<file path="config.mk">
export PLATFORM = sky130hd
export DESIGN_NAME = game_ctrl_flat
export DESIGN_NICKNAME = d
export VERILOG_FILES = /design/src/rtl/game_pkg.sv /design/src/rtl/game_ctrl_if.sv /design/src/rtl/bcd_counter2.sv /design/src/rtl/game_ctrl.sv /design/src/flat_wrapper.sv
export SDC_FILE = /design/constraint.sdc
export NUM_CORES = 1
export LEC_CHECK = 0
export CORE_MARGIN = 10
export CORE_UTILIZATION = 60
export CTS_CLUSTER_SIZE = 8
export DETAILED_ROUTE_END_ITERATION = 12
export GPL_ROUTABILITY_DRIVEN = 0
export PLACE_DENSITY = 0.95
export SETUP_SLACK_MARGIN = 0.5
export SLEW_MARGIN = 20
export SYNTH_ARGS = -nofsm -noshare
export SYNTH_HDL_FRONTEND = slang
export SYNTH_HIERARCHICAL = 1
export SYNTH_SLANG_ARGS = --single-unit
</file>
<file path="constraint.sdc">
create_clock -name clk -period 5.7 [get_ports clk]
set_input_delay 1.14 -clock clk [delete_from_list [all_inputs] [get_ports clk]]
set_output_delay 1.14 -clock clk [all_outputs]
set_load 0.005 [all_outputs]
</file>
<file path="src/rtl/game_pkg.sv">
// game_pkg: shared state encodings, LED pattern constants and BCD helper for the lane-catch game
package game_pkg;
  localparam int STATE_W = 3;
  typedef enum logic [STATE_W-1:0] {
    S_INIT = 3'd0,
    S_SET  = 3'd1,
    S_GAME = 3'd2,
    S_WIN  = 3'd3,
    S_LOSE = 3'd4
  } state_t;
  localparam logic [63:0] ALT_55 = {32{2'b01}};
  localparam logic [63:0] ALT_AA = {32{2'b10}};
  function automatic logic [7:0] bcd_of(input int v);
    return {4'(v / 10), 4'(v % 10)};
  endfunction
endpackage

</file>
<file path="src/rtl/game_ctrl_if.sv">
// game_ctrl_if: player/timing events in, display/LED state out
interface game_ctrl_if #(
  parameter int LANES = 8,
  parameter int LED_W = 16
);
  localparam int POS_W = $clog2(LANES);
  logic start, key_left, key_right, hit, miss, sec_tick, led_tick;
  logic [2:0] state;
  logic [POS_W-1:0] pos;
  logic [7:0] score_bcd, time_bcd;
  logic [1:0] lives;
  logic [LED_W-1:0] led;
  logic done;
  modport master (
    output start, key_left, key_right, hit, miss, sec_tick, led_tick,
    input state, pos, score_bcd, time_bcd, lives, led, done
  );
  modport slave (
    input start, key_left, key_right, hit, miss, sec_tick, led_tick,
    output state, pos, score_bcd, time_bcd, lives, led, done
  );
endinterface

</file>
<file path="src/rtl/bcd_counter2.sv">
// bcd_counter2: two-digit BCD counter with load, saturating inc/dec and limit flags
module bcd_counter2 #(
  parameter logic [7:0] RST_VAL = 8'h00
) (
  input  logic       clk,
  input  logic       rst,
  input  logic       load,
  input  logic [7:0] load_val,
  input  logic       inc,
  input  logic       dec,
  output logic [7:0] q,
  output logic       at_max,
  output logic       at_zero
);
  logic [7:0] q_inc, q_dec;
  assign at_max  = q == 8'h99;
  assign at_zero = q == 8'h00;
  assign q_inc = q[3:0] == 4'd9 ? {q[7:4] + 4'd1, 4'd0} : {q[7:4], q[3:0] + 4'd1};
  assign q_dec = q[3:0] == 4'd0 ? {q[7:4] - 4'd1, 4'd9} : {q[7:4], q[3:0] - 4'd1};
  // load wins over counting; inc/dec stop at 99/00 instead of wrapping
  always_ff @(posedge clk or negedge rst)
    if (!rst) q <= RST_VAL;
    else if (load) q <= load_val;
    else if (inc && !at_max) q <= q_inc;
    else if (dec && !at_zero) q <= q_dec;
endmodule

</file>
<file path="src/rtl/game_ctrl.sv">
// game_ctrl: lane-catch game flow FSM, lane position, score/time counters, LED patterns
// Optional lives tracking is enabled by defining GAME_LIVES_EN.
module game_ctrl
  import game_pkg::*;
#(
  parameter int LANES      = 8,
  parameter int LED_W      = 16,
  parameter int TIME_LIMIT = 60,
  parameter int WIN_SCORE  = 20,
  parameter int START_LANE = 0
) (
  input logic clk,
  input logic rst,
  game_ctrl_if.slave bus
);
  localparam int POS_W = $clog2(LANES);
  localparam logic [7:0] TIME_BCD = bcd_of(TIME_LIMIT);
  localparam logic [7:0] WIN_PREV = bcd_of(WIN_SCORE - 1);
  localparam logic [LED_W-1:0] ONES   = '1;
  localparam logic [LED_W-1:0] LED_55 = LED_W'(ALT_55);
  localparam logic [LED_W-1:0] LED_AA = LED_W'(ALT_AA);
  localparam logic [POS_W-1:0] LAST  = POS_W'(LANES - 1);
  localparam logic [POS_W-1:0] FIRST = POS_W'(START_LANE);
  state_t st;
  logic [POS_W-1:0] pos, pos_n;
  logic [LED_W-1:0] led, led_sh;
  logic [7:0] score, tim;
  logic [1:0] lives;
  logic done, in_game, arm, win, lose_time, lose_miss;
  logic s_max, s_zero, t_max, t_zero;
  assign in_game   = st == S_GAME;
  assign arm       = st == S_INIT && bus.start;
  // the hit that takes the score from WIN_SCORE-1 to WIN_SCORE ends the game
  assign win       = in_game && bus.hit && score == WIN_PREV;
  assign lose_time = in_game && bus.sec_tick && tim == 8'h01;
  assign pos_n = (bus.key_left && !bus.key_right && pos != LAST) ? pos + 1'b1 :
                 (bus.key_right && !bus.key_left && pos != '0) ? pos - 1'b1 : pos;
  assign led_sh = led[LED_W-1:1] == '0 ? ONES : led >> 1;
  bcd_counter2 #(.RST_VAL(8'h00)) u_score (
    .clk(clk), .rst(rst), .load(arm), .load_val(8'h00),
    .inc(in_game && bus.hit), .dec(1'b0),
    .q(score), .at_max(s_max), .at_zero(s_zero)
  );
  bcd_counter2 #(.RST_VAL(TIME_BCD)) u_time (
    .clk(clk), .rst(rst), .load(arm), .load_val(TIME_BCD),
    .inc(1'b0), .dec(in_game && bus.sec_tick),
    .q(tim), .at_max(t_max), .at_zero(t_zero)
  );
`ifdef GAME_LIVES_EN
  logic flags_unused;
  assign flags_unused = ^{s_max, s_zero, t_max, t_zero};
  assign lose_miss = in_game && bus.miss && lives == 2'd1;
  // lives refill when arming and drain on every miss during play
  always_ff @(posedge clk or negedge rst)
    if (!rst) lives <= 2'd3;
    else if (arm) lives <= 2'd3;
    else if (in_game && bus.miss && lives != 2'd0) lives <= lives - 2'd1;
`else
  logic flags_unused;
  assign flags_unused = ^{s_max, s_zero, t_max, t_zero, bus.miss};
  assign lives = 2'd0;
  assign lose_miss = 1'b0;
`endif
  // game flow FSM with registered lane, LED pattern and end-of-game pulse
  always_ff @(posedge clk or negedge rst)
    if (!rst) begin
      st   <= S_INIT;
      pos  <= FIRST;
      led  <= ONES;
      done <= 1'b0;
    end else begin
      done <= 1'b0;
      case (st)
        S_INIT: begin
          led <= ONES;
          if (bus.start) begin
            st  <= S_SET;
            pos <= FIRST;
            led <= LED_55;
          end
        end
        S_SET:
          if (bus.start) begin
            st  <= S_GAME;
            led <= LED_W'(1) << pos;
          end else if (bus.led_tick) led <= ~led;
        S_GAME: begin
          pos <= pos_n;
          led <= LED_W'(1) << pos_n;
          if (win) begin
            st   <= S_WIN;
            led  <= ONES;
            done <= 1'b1;
          end else if (lose_time || lose_miss) begin
            st   <= S_LOSE;
            led  <= LED_AA;
            done <= 1'b1;
          end
        end
        S_WIN:
          if (bus.start) begin
            st  <= S_INIT;
            led <= ONES;
          end else if (bus.led_tick) led <= led_sh;
        S_LOSE:
          if (bus.start) begin
            st  <= S_INIT;
            led <= ONES;
          end else if (bus.led_tick) led <= ~led;
        default: st <= S_INIT;
      endcase
    end
  assign bus.state     = st;
  assign bus.pos       = pos;
  assign bus.score_bcd = score;
  assign bus.time_bcd  = tim;
  assign bus.lives     = lives;
  assign bus.led       = led;
  assign bus.done      = done;
endmodule
</file>
<file path="src/flat_wrapper.sv">
// flat-port wrapper written by rule: the top's interface ports become plain ports
module game_ctrl_flat import game_pkg::*;
#(
  parameter int LANES      = 8,
  parameter int LED_W      = 16,
  parameter int TIME_LIMIT = 60,
  parameter int WIN_SCORE  = 20,
  parameter int START_LANE = 0
)
  (clk, rst, bus_start, bus_key_left, bus_key_right, bus_hit, bus_miss, bus_sec_tick, bus_led_tick, bus_state, bus_pos, bus_score_bcd, bus_time_bcd, bus_lives, bus_led, bus_done);
  game_ctrl_if #(.LANES(LANES), .LED_W(LED_W)) bus_i ();
  input logic clk;
  input logic rst;
  input wire logic [$bits(bus_i.start)-1:0] bus_start;
  input wire logic [$bits(bus_i.key_left)-1:0] bus_key_left;
  input wire logic [$bits(bus_i.key_right)-1:0] bus_key_right;
  input wire logic [$bits(bus_i.hit)-1:0] bus_hit;
  input wire logic [$bits(bus_i.miss)-1:0] bus_miss;
  input wire logic [$bits(bus_i.sec_tick)-1:0] bus_sec_tick;
  input wire logic [$bits(bus_i.led_tick)-1:0] bus_led_tick;
  output wire logic [$bits(bus_i.state)-1:0] bus_state;
  output wire logic [$bits(bus_i.pos)-1:0] bus_pos;
  output wire logic [$bits(bus_i.score_bcd)-1:0] bus_score_bcd;
  output wire logic [$bits(bus_i.time_bcd)-1:0] bus_time_bcd;
  output wire logic [$bits(bus_i.lives)-1:0] bus_lives;
  output wire logic [$bits(bus_i.led)-1:0] bus_led;
  output wire logic [$bits(bus_i.done)-1:0] bus_done;
  assign bus_i.start = bus_start;
  assign bus_i.key_left = bus_key_left;
  assign bus_i.key_right = bus_key_right;
  assign bus_i.hit = bus_hit;
  assign bus_i.miss = bus_miss;
  assign bus_i.sec_tick = bus_sec_tick;
  assign bus_i.led_tick = bus_led_tick;
  assign bus_state = bus_i.state;
  assign bus_pos = bus_i.pos;
  assign bus_score_bcd = bus_i.score_bcd;
  assign bus_time_bcd = bus_i.time_bcd;
  assign bus_lives = bus_i.lives;
  assign bus_led = bus_i.led;
  assign bus_done = bus_i.done;
  game_ctrl #(.LANES(LANES), .LED_W(LED_W), .TIME_LIMIT(TIME_LIMIT), .WIN_SCORE(WIN_SCORE), .START_LANE(START_LANE)) u_core (.clk(clk), .rst(rst), .bus(bus_i));
endmodule
</file>
==> qor.csv <==
stage;metric;value;unit
floorplan;full die area;9127;µm²
setup_path;WP data required;5.88;ns
grt;first-pass GRT wire length;14450;µm
clock_tree;cts repair resizes;0;
final_layout;fill cell count;407;
timing;final setup fails;0;
drt;DRT iter0 DRCs;382;
outcome;outcome;complete, no violations;
clock_tree;Sink Count;39;
final_layout;# nets final;467;
final_layout;Register Area;998.5;µm²
setup_path;Worst Setup SP;bus_start;
final_layout;share of layout cells above drive strength 1;13.48;%
timing;Max-slew headroom;31.59;%
timing;worst setup slack after layout;1.911;ns
grt;initial antenna violation count;0;
timing;Max Fclk;263.9;MHz
timing;Final period util;66.48;%
grt;Total GRT Usage;19.06;%
pwr;leakage power;0.001496;µW
min_path;worst hold endpoint;u_core/bus.led[12]$_DFFE_PN1P_;
placed_design;worst slack, placed;1.728;ns
clock_tree;clock slew seen by the registers of the worst setup and hold paths;0.08;ns
clock_tree;post-CTS setup buffer count;0;
drt;met3 WL post-DR;860;µm
logic_synthesis;Syn Area/Cell;8.645;µm²
timing;Worst-Margin Slew;1.023;ns
drt;met1 WL;3538;µm
clock_tree;CTS tree;done;
clock_tree;Post-CTS Hold Fix Bufs;0;
floorplan;die width;95.54;µm
placed_design;PortBufs;46;
drt;vias per cell;6.362;
pwr;Power Density;555.1;nW/µm²
drt;drt total wl;8903;µm
grt;number of global-route vias before repair;3074;
timing;setup TNS;0;ns
clock_tree;Worst-Skew Late Latency;0.30;ns
logic_synthesis;Cells after Synth;396;
grt;GRT Residual Overflow;0;
timing;Fin. Hold Viols;0;
drt;total number of vias;3289;
timing;fin crit period;3.789;ns
timing;Layout Skew;0.008678;ns
final_layout;multi-input logic area;2293;µm²
drt;DRC viols;0;
floorplan;core box area;5507;µm²
run;max-cap check violation count;0;
clock_tree;htree depth;2;
floorplan;Die Y;95.54;µm
setup_path;crit path kind;input port to flip-flop;
pwr;Peak VDD IR;0.0002801;V
drt;antenna-violating nets left;0;
setup_path;startpoint types;input port;
placed_design;DP Area;3909;µm²
floorplan;row cnt;27;
logic_synthesis;yosys warns;6;
clock_tree;Root Driver;clkbuf_8;
drt;WL met2;4224;µm
timing;unrepaired setup endpoints after global routing;false;
min_path;HP Start;u_core/bus.led[13]$_DFFE_PN1P_;
placed_design;hpwl dp;6269;µm
timing;Max Slew Vio Count;0;
setup_path;Reg-to-Reg Start;u_core/bus.state[1]$_DFFE_PN0P_;
floorplan;I/O pin count;50;
final_layout;ant diodes;0;
setup_path;endpoint type of the worst setup path;flip-flop;
final_layout;Syn-to-layout area delta;16.56;%
setup_path;FF-to-FF path depth;6;
clock_tree;Num CTS Buffers;5;
final_layout;Design Area, Final;3990;µm²
logic_synthesis;Synth Cell Area;3423;µm²
setup_path;Crit Path Max Fanout;32;
setup_path;CP arrival;3.97;ns
grt;pin count of the biggest net entering global routing;40;
min_path;Hold Path Class;flip-flop to flip-flop;
min_path;Hold Path Depth;2;
drt;Initial DRT Pass Iterations;5;
drt;Max Used Layer;met4;
clock_tree;CTS max path bufs;2;
floorplan;Starting Density;62.17;%
setup_path;Reg-to-Reg End;u_core/u_score/q[3]$_DFFE_PN0P_;
drt;average wire per standard cell;17.22;µm
setup_path;worst reg2reg setup slack;3.14;ns
layout by cell type (no fill, tap or decap), types with 5 or more instances in the layout:
cell and instances:
o21ai_1 5, ha_1 14, nor3_1 6, conb_1 22
dfrtp_1 21, nand2_1 36, clkbuf_8 5, xor2_1 18
nor2_1 28, a21oi_1 24, nand3b_1 5, o21ai_0 27
mux2i_1 6, clkdlybuf4s50_1 45, inv_1 16, nand4_1 7
a31oi_1 16, nand3_1 11, dfstp_2 18, xnor2_1 8
worst max-delay path, cell delays in order:
cell,delay [ns]
clkdlybuf4s50_1,1.14
clkinv_1,0.58
nor4_2,0.29
buf_4,0.34
inv_1,0.16
o221a_2,0.29
power by group:
part,total [µW],leakage (µW),switching [µW],internal [µW]
Combinational,1270,0.00101,626,648
Sequential,759,0.000448,300,458
Clock,182,0.0000422,95.9,85.9
how the worst max path moves through the flow:
stage / depth (start not counted) / endpoint
after floorplan: 4 / u_core/u_score/q[3]$_DFFE_PN0P_
after global placement: 6 / u_core/u_score/q[3]$_DFFE_PN0P_
after detailed placement: 6 / u_core/u_score/q[3]$_DFFE_PN0P_
after CTS: 6 / u_core/u_score/q[3]$_DFFE_PN0P_
after global routing: 6 / u_core/u_score/q[3]$_DFFE_PN0P_
final: 6 / u_core/u_score/q[3]$_DFFE_PN0P_
sequential cells by signal, summed over array words and instances, names as in the netlist:
name and flops:
u_core/bus.done 1, u_core/bus.state 3, u_core/u_score/q 8, u_core/bus.pos 3, u_core/u_time/q 8, u_core/bus.led 16
metal layers:
metal  global-route usage (%)  vias up
met5                        0        -
met4                    7.862        0
met3                    5.027       35
met2                    31.38      194
met1                    23.04     1518
li1                         -     1542
area by class of cell:
class	count	area share [%]
Inverter	17	1.599
Sequential cell	39	25.02
Tap cell	72	2.258
Multi-Input combinational cell	334	57.48
Clock inverter	1	0.1254
Timing Repair Buffer	47	11.60
Clock buffer	7	1.913
per-stage QoR:
stage / instances / power (µW) / utilization, % / hold slack, ns
floorplan: 416 / 1556 / - / 0.5004
global placement: 509 / 1940 / 70.98 / 0.5052
detailed placement: 509 / 2004 / 70.98 / 0.5063
global route: 517 / 2382 / 72.46 / 0.5497
CTS: 517 / 2195 / 72.46 / 0.5215
finish: 517 / 2215 / 72.46 / 0.5220
Note: power is estimated with default switching activity, not from simulation.
